===== config.mk =====
export PLATFORM = sky130hd
export DESIGN_NAME = cnn_l1_result_drain
export DESIGN_NICKNAME = d
export VERILOG_FILES = /design/src/rtl/cnn_drain_pkg.sv /design/src/rtl/cnn_beat_buffer.sv /design/src/rtl/cnn_l1_result_drain.sv
export SDC_FILE = /design/constraint.sdc
export NUM_CORES = 1
export LEC_CHECK = 0
export BUFFER_PORTS_ARGS = -buffer_cell sky130_fd_sc_hd__buf_2
export CAP_MARGIN = 20
export CORE_MARGIN = 2
export CORE_UTILIZATION = 25
export DETAILED_ROUTE_END_ITERATION = 10
export SETUP_SLACK_MARGIN = 0.3
export SYNTH_ARGS = -nofsm -noshare
export SYNTH_HDL_FRONTEND = slang
export SYNTH_SLANG_ARGS = --single-unit

===== constraint.sdc =====
create_clock -name clk -period 2.5 [get_ports clk]
set_input_delay 0.25 -clock clk [delete_from_list [all_inputs] [get_ports clk]]
set_output_delay 0.25 -clock clk [all_outputs]
set_load 0.01 [all_outputs]

===== src/rtl/cnn_drain_pkg.sv =====
// Shared types and AXI encodings for the layer-1 result drain master.
package cnn_drain_pkg;

    typedef enum logic [2:0] {
        S_IDLE,
        S_AR,
        S_R,
        S_AW,
        S_W,
        S_B
    } drain_state_t;

    localparam logic [3:0] LEN_4BEAT  = 4'd3;
    localparam logic [2:0] SIZE_WORD  = 3'b010;
    localparam logic [1:0] BURST_INCR = 2'b01;
    localparam logic [1:0] RESP_OKAY  = 2'b00;
    localparam logic [3:0] STRB_ALL   = 4'hF;
    localparam int         BEATS      = 4;
    localparam int         DATA_W     = 32;

    // Each 128-bit vector occupies one 16-byte slot in the destination region.
    function automatic logic [31:0] vec_addr(input logic [31:0] base, input logic [15:0] idx);
        return base + {12'd0, idx, 4'd0};
    endfunction

endpackage


===== src/rtl/cnn_beat_buffer.sv =====
// Four-beat staging buffer between the read burst and the write burst of one vector.
module cnn_beat_buffer
    import cnn_drain_pkg::*;
(
    input  logic              clk,
    input  logic              resetn,
    input  logic              clr,
    input  logic              wr_en,
    input  logic [DATA_W-1:0] wr_data,
    input  logic              rd_adv,
    output logic [1:0]        wr_ptr,
    output logic [1:0]        rd_ptr,
    output logic [DATA_W-1:0] rd_data
);

    logic [BEATS-1:0][DATA_W-1:0] mem;

    // Clearing zeroes the data too, so a short read burst leaves zero beats behind.
    always_ff @(posedge clk or negedge resetn) begin
        if (!resetn) begin
            mem    <= '0;
            wr_ptr <= '0;
            rd_ptr <= '0;
        end else if (clr) begin
            mem    <= '0;
            wr_ptr <= '0;
            rd_ptr <= '0;
        end else begin
            if (wr_en) begin
                mem[wr_ptr] <= wr_data;
                wr_ptr      <= wr_ptr + 2'd1;
            end
            if (rd_adv) begin
                rd_ptr <= rd_ptr + 2'd1;
            end
        end
    end

    assign rd_data = mem[rd_ptr];

endmodule


===== src/rtl/cnn_l1_result_drain.sv =====
// AXI master that copies layer-1 result vectors from the wrapper to a destination region.
`ifndef AXI_ID_BITS
`define AXI_ID_BITS 4
`endif
module cnn_l1_result_drain
    import cnn_drain_pkg::*;
#(
    parameter logic [31:0]             SRC_ADDR  = 32'h3000_0000,
    parameter logic [31:0]             DST_BASE  = 32'h2000_0000,
    parameter int                      VEC_COUNT = 16,
    parameter logic [`AXI_ID_BITS-1:0] MST_ID    = 4'd2
) (
    input  logic                    clk,
    input  logic                    resetn,
    input  logic                    cnn_interrupt,

    output logic [`AXI_ID_BITS-1:0] ARID,
    output logic [31:0]             ARADDR,
    output logic [3:0]              ARLEN,
    output logic [2:0]              ARSIZE,
    output logic [1:0]              ARBURST,
    output logic                    ARVALID,
    input  logic                    ARREADY,

    input  logic [`AXI_ID_BITS-1:0] RID,
    input  logic [31:0]             RDATA,
    input  logic [1:0]              RRESP,
    input  logic                    RLAST,
    input  logic                    RVALID,
    output logic                    RREADY,

    output logic [`AXI_ID_BITS-1:0] AWID,
    output logic [31:0]             AWADDR,
    output logic [3:0]              AWLEN,
    output logic [2:0]              AWSIZE,
    output logic [1:0]              AWBURST,
    output logic                    AWVALID,
    input  logic                    AWREADY,

    output logic [31:0]             WDATA,
    output logic [3:0]              WSTRB,
    output logic                    WLAST,
    output logic                    WVALID,
    input  logic                    WREADY,

    input  logic [`AXI_ID_BITS-1:0] BID,
    input  logic [1:0]              BRESP,
    input  logic                    BVALID,
    output logic                    BREADY,

    output logic                    busy,
    output logic                    done,
    output logic                    err,
    output logic [15:0]             vec_idx
);

    drain_state_t state;
    logic         int_q;
    logic         pending;
    logic         discard;
    logic         int_rise;
    logic         last_vec;

    logic         buf_clr;
    logic         buf_wr;
    logic         buf_rd;
    logic [1:0]   buf_wr_ptr;
    logic [1:0]   buf_rd_ptr;
    logic [31:0]  buf_rd_data;

    assign ARID    = MST_ID;
    assign ARLEN   = LEN_4BEAT;
    assign ARSIZE  = SIZE_WORD;
    assign ARBURST = BURST_INCR;
    assign AWID    = MST_ID;
    assign AWLEN   = LEN_4BEAT;
    assign AWSIZE  = SIZE_WORD;
    assign AWBURST = BURST_INCR;
    assign WSTRB   = STRB_ALL;
    assign WDATA   = buf_rd_data;

    assign int_rise = cnn_interrupt & ~int_q;
    assign last_vec = (vec_idx == 16'(VEC_COUNT - 1));

    // The buffer is wiped as the read address is accepted, before any R beat lands.
    assign buf_clr = (state == S_AR) && ARREADY;
    assign buf_wr  = (state == S_R) && RVALID && !discard;
    assign buf_rd  = (state == S_W) && WREADY;

    cnn_beat_buffer u_buf (
        .clk     (clk),
        .resetn  (resetn),
        .clr     (buf_clr),
        .wr_en   (buf_wr),
        .wr_data (RDATA),
        .rd_adv  (buf_rd),
        .wr_ptr  (buf_wr_ptr),
        .rd_ptr  (buf_rd_ptr),
        .rd_data (buf_rd_data)
    );

    always_ff @(posedge clk or negedge resetn) begin
        if (!resetn) begin
            state   <= S_IDLE;
            int_q   <= 1'b0;
            pending <= 1'b0;
            discard <= 1'b0;
            busy    <= 1'b0;
            done    <= 1'b0;
            err     <= 1'b0;
            vec_idx <= '0;
            ARVALID <= 1'b0;
            ARADDR  <= '0;
            RREADY  <= 1'b0;
            AWVALID <= 1'b0;
            AWADDR  <= '0;
            WVALID  <= 1'b0;
            WLAST   <= 1'b0;
            BREADY  <= 1'b0;
        end else begin
            int_q <= cnn_interrupt;
            done  <= 1'b0;
            // Only one request can be remembered while a sequence is running.
            if (int_rise && state != S_IDLE) begin
                pending <= 1'b1;
            end

            case (state)
                S_IDLE: begin
                    if (int_rise || pending) begin
                        pending <= 1'b0;
                        err     <= 1'b0;
                        vec_idx <= '0;
                        busy    <= 1'b1;
                        ARVALID <= 1'b1;
                        ARADDR  <= SRC_ADDR;
                        state   <= S_AR;
                    end
                end

                S_AR: begin
                    if (ARREADY) begin
                        ARVALID <= 1'b0;
                        RREADY  <= 1'b1;
                        discard <= 1'b0;
                        state   <= S_R;
                    end
                end

                S_R: begin
                    if (RVALID) begin
                        if (RRESP != RESP_OKAY || RID != MST_ID) begin
                            err <= 1'b1;
                        end
                        if (RLAST) begin
                            if (!discard && buf_wr_ptr != 2'd3) begin
                                err <= 1'b1;
                            end
                            RREADY  <= 1'b0;
                            AWVALID <= 1'b1;
                            AWADDR  <= vec_addr(DST_BASE, vec_idx);
                            state   <= S_AW;
                        end else if (!discard && buf_wr_ptr == 2'd3) begin
                            // Slave overran the burst: keep accepting until it ends.
                            err     <= 1'b1;
                            discard <= 1'b1;
                        end
                    end
                end

                S_AW: begin
                    if (AWREADY) begin
                        AWVALID <= 1'b0;
                        WVALID  <= 1'b1;
                        WLAST   <= 1'b0;
                        state   <= S_W;
                    end
                end

                S_W: begin
                    if (WREADY) begin
                        if (buf_rd_ptr == 2'd3) begin
                            WVALID <= 1'b0;
                            WLAST  <= 1'b0;
                            BREADY <= 1'b1;
                            state  <= S_B;
                        end else begin
                            WLAST <= (buf_rd_ptr == 2'd2);
                        end
                    end
                end

                S_B: begin
                    if (BVALID) begin
                        if (BRESP != RESP_OKAY || BID != MST_ID) begin
                            err <= 1'b1;
                        end
                        BREADY <= 1'b0;
                        if (last_vec) begin
                            done  <= 1'b1;
                            busy  <= 1'b0;
                            state <= S_IDLE;
                        end else begin
                            vec_idx <= vec_idx + 16'd1;
                            ARVALID <= 1'b1;
                            ARADDR  <= SRC_ADDR;
                            state   <= S_AR;
                        end
                    end
                end

                default: state <= S_IDLE;
            endcase
        end
    end

endmodule


# Word level (Yosys, flattened, before mapping)
# Index checks and enable logic that the tools add are counted.
# totals
reg_bits,227
latch_bits,0
ramBits,0
romBits,0
n_memories,0
# classes
n_addsub,4
n_mul,0
div_mod_pow,0
n_lt_le_gt_ge,3
eq_ne,25
shift,0
n_mux,75
n_bitwise,2
n_reduce_logical,37
# op_table
operator,n
128-bit 2-to-1 mux,2
32-bit 2-to-1 mux,5
128-bit bitwise mux,1
32-bit binary-select mux with 2-bit select,1
32-bit demux with 2-bit select,1
32-bit one-hot mux with 2 select lines,1
16-bit 2-to-1 mux,3
1-bit 2-to-1 mux,38
16-bit one-hot mux with 2 select lines,1
"30-bit by 20-bit adder with 31-bit output, first input constant",1
3-bit 2-to-1 mux,8
"2-bit != test, second input constant",12
4-bit AND reduction,6
3-bit one-hot mux with 6 select lines,1
2-bit nonzero test,9
"16-bit by 1-bit adder with 16-bit output, second input constant",1
"16-bit by 4-bit == test with 1-bit output, second input constant",1
5-bit AND reduction,3
1-bit one-hot mux with 2 select lines,7
3-bit nonzero test,3
1-bit logical AND,8
2-bit 2-to-1 mux,4
"4-bit by 2-bit != test with 1-bit output, second input constant",2
8-bit AND reduction,1
15 further kinds,26

# Logic depth before layout (Yosys ltp)
# Gate-level depths: netlist of the first run.
# depth
word_depth,7
ltp_mapped,8
mapped_depth_nobuf,5

# Hierarchy
# Synthesis of the first run repeated with hierarchy kept, for this count alone.
# unflattened
hier_cells,935
area_unflattened_um2,10085.9
# modules_own_cells
module,n_inst,cells_per_inst,area_per_inst_um2,seq_area_each_um2
cnn_beat_buffer,1,643,7193.1,3303.2
cnn_l1_result_drain,1,292,2892.8,1226.2

# Worst setup path after synthesis of the first run
# OpenSTA, ideal clock, no wires.
# synth_timing
path_type,register to register
start,register vec_idx[4]
end,register state[0]
setup_time_ns,0.125
arrival_time_ns,1.783
setup_slack_ns,0.592
path_stages_with_launch,6
path_buffers,1
period_less_slack_ns,1.908
path_cell_list,dfrtp_1 -> or4_4 -> nor4_4 -> buf_6 -> a211oi_1 -> mux2_2
# synth_between
elab_chain_cells,4
# synth_rtl
element,line_no,text
start: declaration,cnn_l1_result_drain.sv:54,output logic [15:0] vec_idx
start signal: assignment,cnn_l1_result_drain.sv:204,vec_idx <= vec_idx + 16'd1;
16-bit by 4-bit == test with 1-bit output,cnn_l1_result_drain.sv:83,assign last_vec = (vec_idx == 16'(VEC_COUNT - 1));
1-bit 2-to-1 mux,cnn_l1_result_drain.sv:199,if (last_vec) begin
3-bit 2-to-1 mux,cnn_l1_result_drain.sv:194,if (BVALID) begin
3-bit one-hot mux with 6 select lines,cnn_l1_result_drain.sv:128,case (state)
end signal: assignment,cnn_l1_result_drain.sv:137,state <= S_AR;
end signal: assignment,cnn_l1_result_drain.sv:202,state <= S_IDLE;
end signal: assignment,cnn_l1_result_drain.sv:207,state <= S_AR;
end: declaration,cnn_l1_result_drain.sv:57,drain_state_t state;
# No other way between the ends. The select of a mux whose other input is x is not followed.
# A chain may end at the register's enable or synchronous reset.

# Worst setup path after layout of the first run
# layout_timing
start,register u_buf.rd_ptr[0]
end,output WDATA[1]
# layout_between
elab_chain_cells,2
# layout_rtl
element,line_no,text
start: declaration,cnn_beat_buffer.sv:12,"output logic [1:0] rd_ptr,"
start signal: assignment,cnn_beat_buffer.sv:34,rd_ptr <= rd_ptr + 2'd1;
32-bit binary-select mux with 2-bit select,cnn_beat_buffer.sv:39,assign rd_data = mem[rd_ptr];
32-bit 2-to-1 mux (not written as such),cnn_beat_buffer.sv:39,
end: declaration,cnn_l1_result_drain.sv:40,"output logic [31:0] WDATA,"
# No other way between the ends. The select of a mux whose other input is x is not followed.

==> impl_metrics.yaml, run 1 <==
outcome:
  status: "completed"
finish:
  fin_util_pct: 30.27
  area_growth_pct: 19.61
  drive_gt1_share_pct: 24.64
  most-common-layout-cells: "nand2_1 (269), dfrtp_1 (179), a21oi_1 (143), buf_2 (127), conb_1 (75)"
  nNetsFinal: 1098
  layout_commonest_cell: "nand2_1"
  stdcell_area_um2: 10710
synthesis:
  synth_top_family_by_area: "simple AND/OR/NAND/NOR gates"
  syn_avg_cell_area_um2: 9.745
  synth-compound-area-share_pct: 10.41
  yosys.area_share.adder_pct: 0.9779
  synthArstFlopShare_pct: 100.0
  synth_edf_count: 0
  ys_seq_area_share_pct: 50.57
  ys_warn_count: 0
  synthMuxAreaShare_pct: 10.49
  netlist_instances: 919
  yosysUniqueCellTypes: 57
  mappedNetlistArea_um2: 8956
  synthFlopType: "dfrtp_1"
  synthSimpleGateAreaFrac_pct: 17.35
  synth_xor_area_share_pct: 0.4890
  synth-seq-cells: 181
critical_path:
  crit_slowest_cell: "mux4_2"
  worst_ep_required_time_ns: 2.25
  startpoint_type: "register"
  path_delay_family: "multiplexers"
  path_max_fanout: 10
  reg2reg_from: "state[0]"
  regToRegEndpoint: "u_buf.mem[16]"
  timing.reg2reg.setup_slack_ns: 0.49
  cp.buffers_inverters: 2
  path_cells: "buf_12 -> mux4_2 -> buf_2"
  slowest_delay_ns: 0.58
  cp.arrival_ns: 1.88
  endpoint_kind: "output port"
  critical_path_class: "reg -> out"
  rr_worst_depth: 5
routing:
  num_vias: 6774
  drt_iter0_markers: 319
  wirelength_um: 25140
  routed_via_density: 4.477
  ant_nets: 0
  drt-pass1-iter-count: 5
  drc: 0
  wl_per_cell_um: 16.61
grt:
  grt_max_degree: 135
  grt_remaining_overflow: 0
  grt_pass1_vias: 6664
  grt_usage_pct: 13.53
  antenna_found_initial: 4
  grt_first_pass_wirelength_um: 39620
timing:
  drv_slew: 0
  rsz0062_at_grt: "yes"
  hold_viol_final: 0
  setup_viol_count_final: 0
  fmax_mhz: 468.9
  min_period_ns: 2.133
  setup_tns_ns: 0
  worst_pin_slew_ns: 0.6176
  relSlewSlack_pct: 58.82
  fin_skew_ns: 0.01718
  fin_crit_sh_pct: 85.30
clock_tree:
  clock-sinks: 181
  insertion_delay_ns: 0.45
  clockRootBuffer: "clkbuf_16"
  clk_path_buf_depth: 2
  cts_max_level: 4
  cts_tree: "yes"
  clkSlewWorstSetupHoldPaths_ns: 0.09
  cts-buffers-inserted: 17
floorplanning:
  die_x_um: 193.3
  rows: 69
  fp.dieH_um: 193.3
  coreArea_um2: 35400
  die_area_um2: 37360
  io-pin-count: 204
  initial_core_util_pct: 25.30
pwr:
  power.internal_uw: 6721
  netSwitchingFraction_pct: 36.34
  pwr-share-comb_pct: 34.2
  power_density_nw_per_um2: 985.6
  seq_power_share_pct: 38.8
  leakage_uw: 0.004912
  irDropWorstVdd_mv: 0.5668
  pwr-share-clk_pct: 27.1
  p_sw_uw: 3837
job:
  maxCapViolCount: 0
place:
  place_congestion: 0.7510
  io_buffer_count: 128
  placedInstanceArea_um2: 9985
  dpl.hpwl_um: 16020
worst_hold_path:
  holdCritPathClass: "in -> reg"
  min_to: "u_buf.mem[74]"
  min_from: "RDATA[10]"
  hold_depth: 3
metal layers:
metal	vias up	share of wire (%)	wire length, um	track usage, %
met4	6	0.39	97	2.375
met3	16	6.4	1599	3.016
li1	3202	-	-	-
met2	249	48	12040	21.94
met5	-	0.11	27	0
met1	3301	45	11370	18.74
Yosys cell counts (5+ instances only):
cell type / n / area, um2
o21ai_0: 7 / 35.03
a21oi_1: 143 / 715.7
buf_4: 76 / 570.6
mux4_2: 32 / 720.7
nand2_1: 269 / 1010
nand2b_1: 5 / 31.28
inv_1: 11 / 41.29
and3_1: 8 / 50.05
nand3_1: 9 / 45.04
nor2_1: 18 / 67.56
o31ai_1: 5 / 37.54
clkbuf_1: 41 / 153.9
buf_2: 14 / 70.07
ha_1: 7 / 87.58
mux2_2: 15 / 168.9
mux2i_1: 5 / 50.05
dfrtp_1: 181 / 4529
layout make-up:
class | count | area (um2)
Antenna cell | 1 | 2.502
Clock buffer | 17 | 425.4
Clock inverter | 15 | 197.7
Fill cell | 3732 | 24680
Inverter | 12 | 45.04
Multi-Input combinational cell | 664 | 3871
Sequential cell | 181 | 4534
Tap cell | 461 | 576.8
Timing Repair Buffer | 162 | 1060
flip-flops by register name, indices dropped and copies added (netlist names):
name	count
ARADDR	1
WVALID	1
u_buf.rd_ptr	2
busy	1
WLAST	1
AWADDR	17
u_buf.wr_ptr	2
state	3
err	1
int_q	1
RREADY	1
ARVALID	1
discard	1
done	1
AWVALID	1
vec_idx	16
pending	1
BREADY	1
u_buf.mem	128
through the flow:
step / total power [uW] / setup slack (ns) / hold slack [ns] / cells
global route: 11260 / 0.2971 / 0.04936 / 1512
detailed placement: 7658 / 0.5080 / 0.2604 / 1474
CTS: 10690 / 0.3186 / 0.04167 / 1511
global placement: 7552 / 0.5336 / 0.2528 / 1474
floorplan: 6358 / 0.5922 / -0.04559 / 992
finish: 10560 / 0.3674 / 0.06193 / 1513
tightest hold or removal path, cell delays in order:
cell and delay [ns]:
buf_2 0.12, nand2_1 0.05, a21oi_1 0.05
cells by family (layout without fill, tap and decap cells):
| kind of cell | Yosys count | after routing |
|---|---|---|
| simple gates | 352 | 352 |
| flops | 181 | 181 |
| compound gates | 173 | 173 |
| buf+inv | 147 | 206 |
| mux | 52 | 52 |
| fa+ha+maj | 7 | 7 |
| xor+xnor | 5 | 5 |
| other cells | 2 | 76 |
power by group through the flow:
stage          logic, uW  clock network, uW  registers, uW
2_1_floorplan       2370                  0           3980
3_3_place_gp        3450                  0           4110
3_5_place_dp        3520                  0           4140
4_1_cts             3650               2940           4100
5_1_grt             3990               3070           4200
6_report            3610               2860           4100
worst max path at each step:
stage / start / to / slack, ns / cells after the start
after floorplan: vec_idx[4] / state[0] / 0.59 / 5
after global placement: vec_idx[4] / ARADDR[28] / 0.53 / 4
after detailed placement: vec_idx[4] / busy / 0.51 / 5
after CTS: u_buf.rd_ptr[0] / WDATA[24] / 0.32 / 4
after global routing: u_buf.rd_ptr[0] / WDATA[1] / 0.30 / 3
final: u_buf.rd_ptr[0] / WDATA[1] / 0.37 / 3
repair_timing:
action,in CTS,in global routing
endpoints found under the setup margin,6,10
pin swaps,0,0
endpoints found under the hold margin,53,0
resized for setup,2,0
gates cloned,1,1
buffers inserted,2,0
hold buffers,2,0
(Power assumes the default switching activity.)
==> run 2: changes to the inputs <==
--- a/config.mk
+++ b/config.mk
@@ -7,10 +7,11 @@
 export LEC_CHECK = 0
 export BUFFER_PORTS_ARGS = -buffer_cell sky130_fd_sc_hd__buf_2
 export CAP_MARGIN = 20
+export CORE_ASPECT_RATIO = 0.9
 export CORE_MARGIN = 2
 export CORE_UTILIZATION = 25
 export DETAILED_ROUTE_END_ITERATION = 10
-export SETUP_SLACK_MARGIN = 0.3
+export SETUP_SLACK_MARGIN = 0.2
 export SYNTH_ARGS = -nofsm -noshare
 export SYNTH_HDL_FRONTEND = slang
 export SYNTH_SLANG_ARGS = --single-unit
==> constraint.sdc (replaced) <==
create_clock -name clk -period 2.68 [get_ports clk]
set_input_delay 0.268 -clock clk [delete_from_list [all_inputs] [get_ports clk]]
set_output_delay 0.268 -clock clk [all_outputs]
set_load 0.01 [all_outputs]
==> run 2 against run 1 <==
Net effect:
- register-to-register slack better by 0.08 ns
- sequential share of layout area is 0.30 points higher
- sequential power is 7.3% lower
- worst hold slack better by 0.026 ns
- final area is 0.70% lower
- non-clock buffer count is 3 lower
- largest cell class unchanged
- clock power is 9.8% lower
==> impl_metrics.yaml, run 2 (same netlist as run 1, synthesis figures left out) <==
timing:
  drv_slew: 0
  hold_viol_final: 0
  fin_crit_sh_pct: 85.48
  fin_skew_ns: 0.008953
  relSlewSlack_pct: 57.26
  setup_viol_count_final: 0
  worst_pin_slew_ns: 0.6411
  setup_tns_ns: 0
  rsz0062_at_grt: "no"
  fmax_mhz: 436.5
  min_period_ns: 2.291
grt:
  grt_usage_pct: 13.32
  grt_first_pass_wirelength_um: 38090
  grt_max_degree: 71
  antenna_found_initial: 5
  grt_remaining_overflow: 0
  grt_pass1_vias: 6558
pwr:
  leakage_uw: 0.004869
  power_density_nw_per_um2: 904.3
  p_sw_uw: 3410
  pwr-share-comb_pct: 33.7
  netSwitchingFraction_pct: 35.45
  power.internal_uw: 6210
  irDropWorstVdd_mv: 0.5247
  pwr-share-clk_pct: 26.8
  seq_power_share_pct: 39.5
critical_path:
  path_cells: "buf_4 -> mux4_2 -> buf_2"
  slowest_delay_ns: 0.63
  cp.buffers_inverters: 2
  path_max_fanout: 18
  worst_ep_required_time_ns: 2.41
  crit_slowest_cell: "dfrtp_4"
  path_delay_family: "flip-flops"
  startpoint_type: "register"
  critical_path_class: "reg -> out"
  endpoint_kind: "output port"
  cp.arrival_ns: 2.02
routing:
  ant_nets: 0
  wl_per_cell_um: 16.28
  num_vias: 6818
  routed_via_density: 4.486
  drt-pass1-iter-count: 5
  drc: 0
  drt_iter0_markers: 475
  wirelength_um: 24740
clock_tree:
  post_cts_buffers: 0
  clkSlewWorstSetupHoldPaths_ns: 0.08
  clk_path_buf_depth: 2
  cts_tree: "yes"
  cts_max_level: 4
  clock-sinks: 181
  cts-buffers-inserted: 17
  insertion_delay_ns: 0.44
  clockRootBuffer: "clkbuf_16"
finish:
  area_growth_pct: 18.78
  regMostFlops: "u_buf.mem"
  final_cells: 1520
  fin_util_pct: 30.21
  drive_gt1_share_pct: 24.43
  num-fill-cells: 3660
  largest_register_ffs: 128
  nNetsFinal: 1095
  stdcell_area_um2: 10640
  top_regs: "u_buf.mem x128, AWADDR x17, vec_idx x16"
  layout_commonest_cell: "nand2_1"
  most-common-layout-cells: "nand2_1 (269), dfrtp_1 (179), a21oi_1 (143), buf_2 (127), conb_1 (75)"
place:
  dp_cells: 1483
  place_congestion: 0.7622
  io_buffer_count: 128
  placedInstanceArea_um2: 10010
  dpl.hpwl_um: 16450
job:
  maxCapViolCount: 0
floorplanning:
  initial_core_util_pct: 25.43
  rows: 65
  fp.dieH_um: 183.6
  coreArea_um2: 35220
  die_area_um2: 37360
  die_x_um: 203.5
  io-pin-count: 204
outcome:
  status: "completed"
worst_hold_path:
  holdCritPathClass: "in -> reg"
==> run 2: cell types whose count changed in the layout (fill, tap and decap cells not counted), sizes merged <==
cell / delta
clkbuf: -1
clkinvlp: +1
buf: -2
diode: +2
bufinv: +1
inv: -2
==> run 2: power by group through the flow <==
stage | combinational, uW | clock, uW | sequential [uW]
after floorplan | 2220 | 0 | 3720
final | 3240 | 2580 | 3800
after detailed placement | 3290 | 0 | 3840
after global placement | 3240 | 0 | 3810
after CTS | 3300 | 2660 | 3790
after global routing | 3580 | 2780 | 3880
==> run 2: layout make-up <==
cell class | instances | area, um2 | area share [%]
multi-input combinational | 664 | 3871 | 36.39
clock inverter | 15 | 167.7 | 1.576
sequential | 181 | 4534 | 42.63
inverter | 12 | 45.04 | 0.4234
antenna | 3 | 7.507 | 0.07057
tap | 469 | 586.8 | 5.516
timing repair buffer | 159 | 999.7 | 9.398
clock buffer | 17 | 425.4 | 3.999
==> run 2: timing repair <==
action                     CTS  global route
hold buffers                 2             0
setup endpoints to repair    0             1
resized for setup            0             1
hold endpoints to repair    68             0
==> run 2: worst paths after layout <==
check | to | slack, ns | start | cells after the start
setup / recovery | WDATA[1] | 0.39 | u_buf.rd_ptr[1] | 3
hold / removal | u_buf.mem[57] | 0.09 | RDATA[25] | 3
setup reg to reg | vec_idx[15] | 0.57 | state[2] | 5
hold reg to reg | RREADY | 0.48 | RREADY | 1
max in group asynchronous | vec_idx[9] | 1.51 | resetn | 3
min in group asynchronous | u_buf.mem[90] | 0.43 | resetn | 2
==> run 2: worst reg2reg max path: stages, from the launching register on <==
cell,delay (ns)
dfrtp_1,0.58
buf_4,0.22
nand4b_4,0.14
or3_4,0.44
or4_1,0.48
a21oi_1,0.16
==> run 2: metrics by stage <==
step | hold WS [ns] | total power [uW] | setup slack (ns)
2_1_floorplan | -0.02759 | 5931 | 0.7722
3_3_place_gp | 0.3519 | 7048 | 0.5956
3_5_place_dp | 0.3499 | 7131 | 0.5725
4_1_cts | 0.05873 | 9754 | 0.2412
5_1_grt | 0.06472 | 10240 | 0.2869
6_report | 0.08774 | 9620 | 0.3891
==> run 2: metal layers <==
layer	share of wire, %	vias up	GRT usage, %
met5	0.11	-	0
met4	1.6	4	4.526
met3	5.7	24	2.960
met2	46	225	20.03
met1	47	3364	18.88
li1	-	3201	-
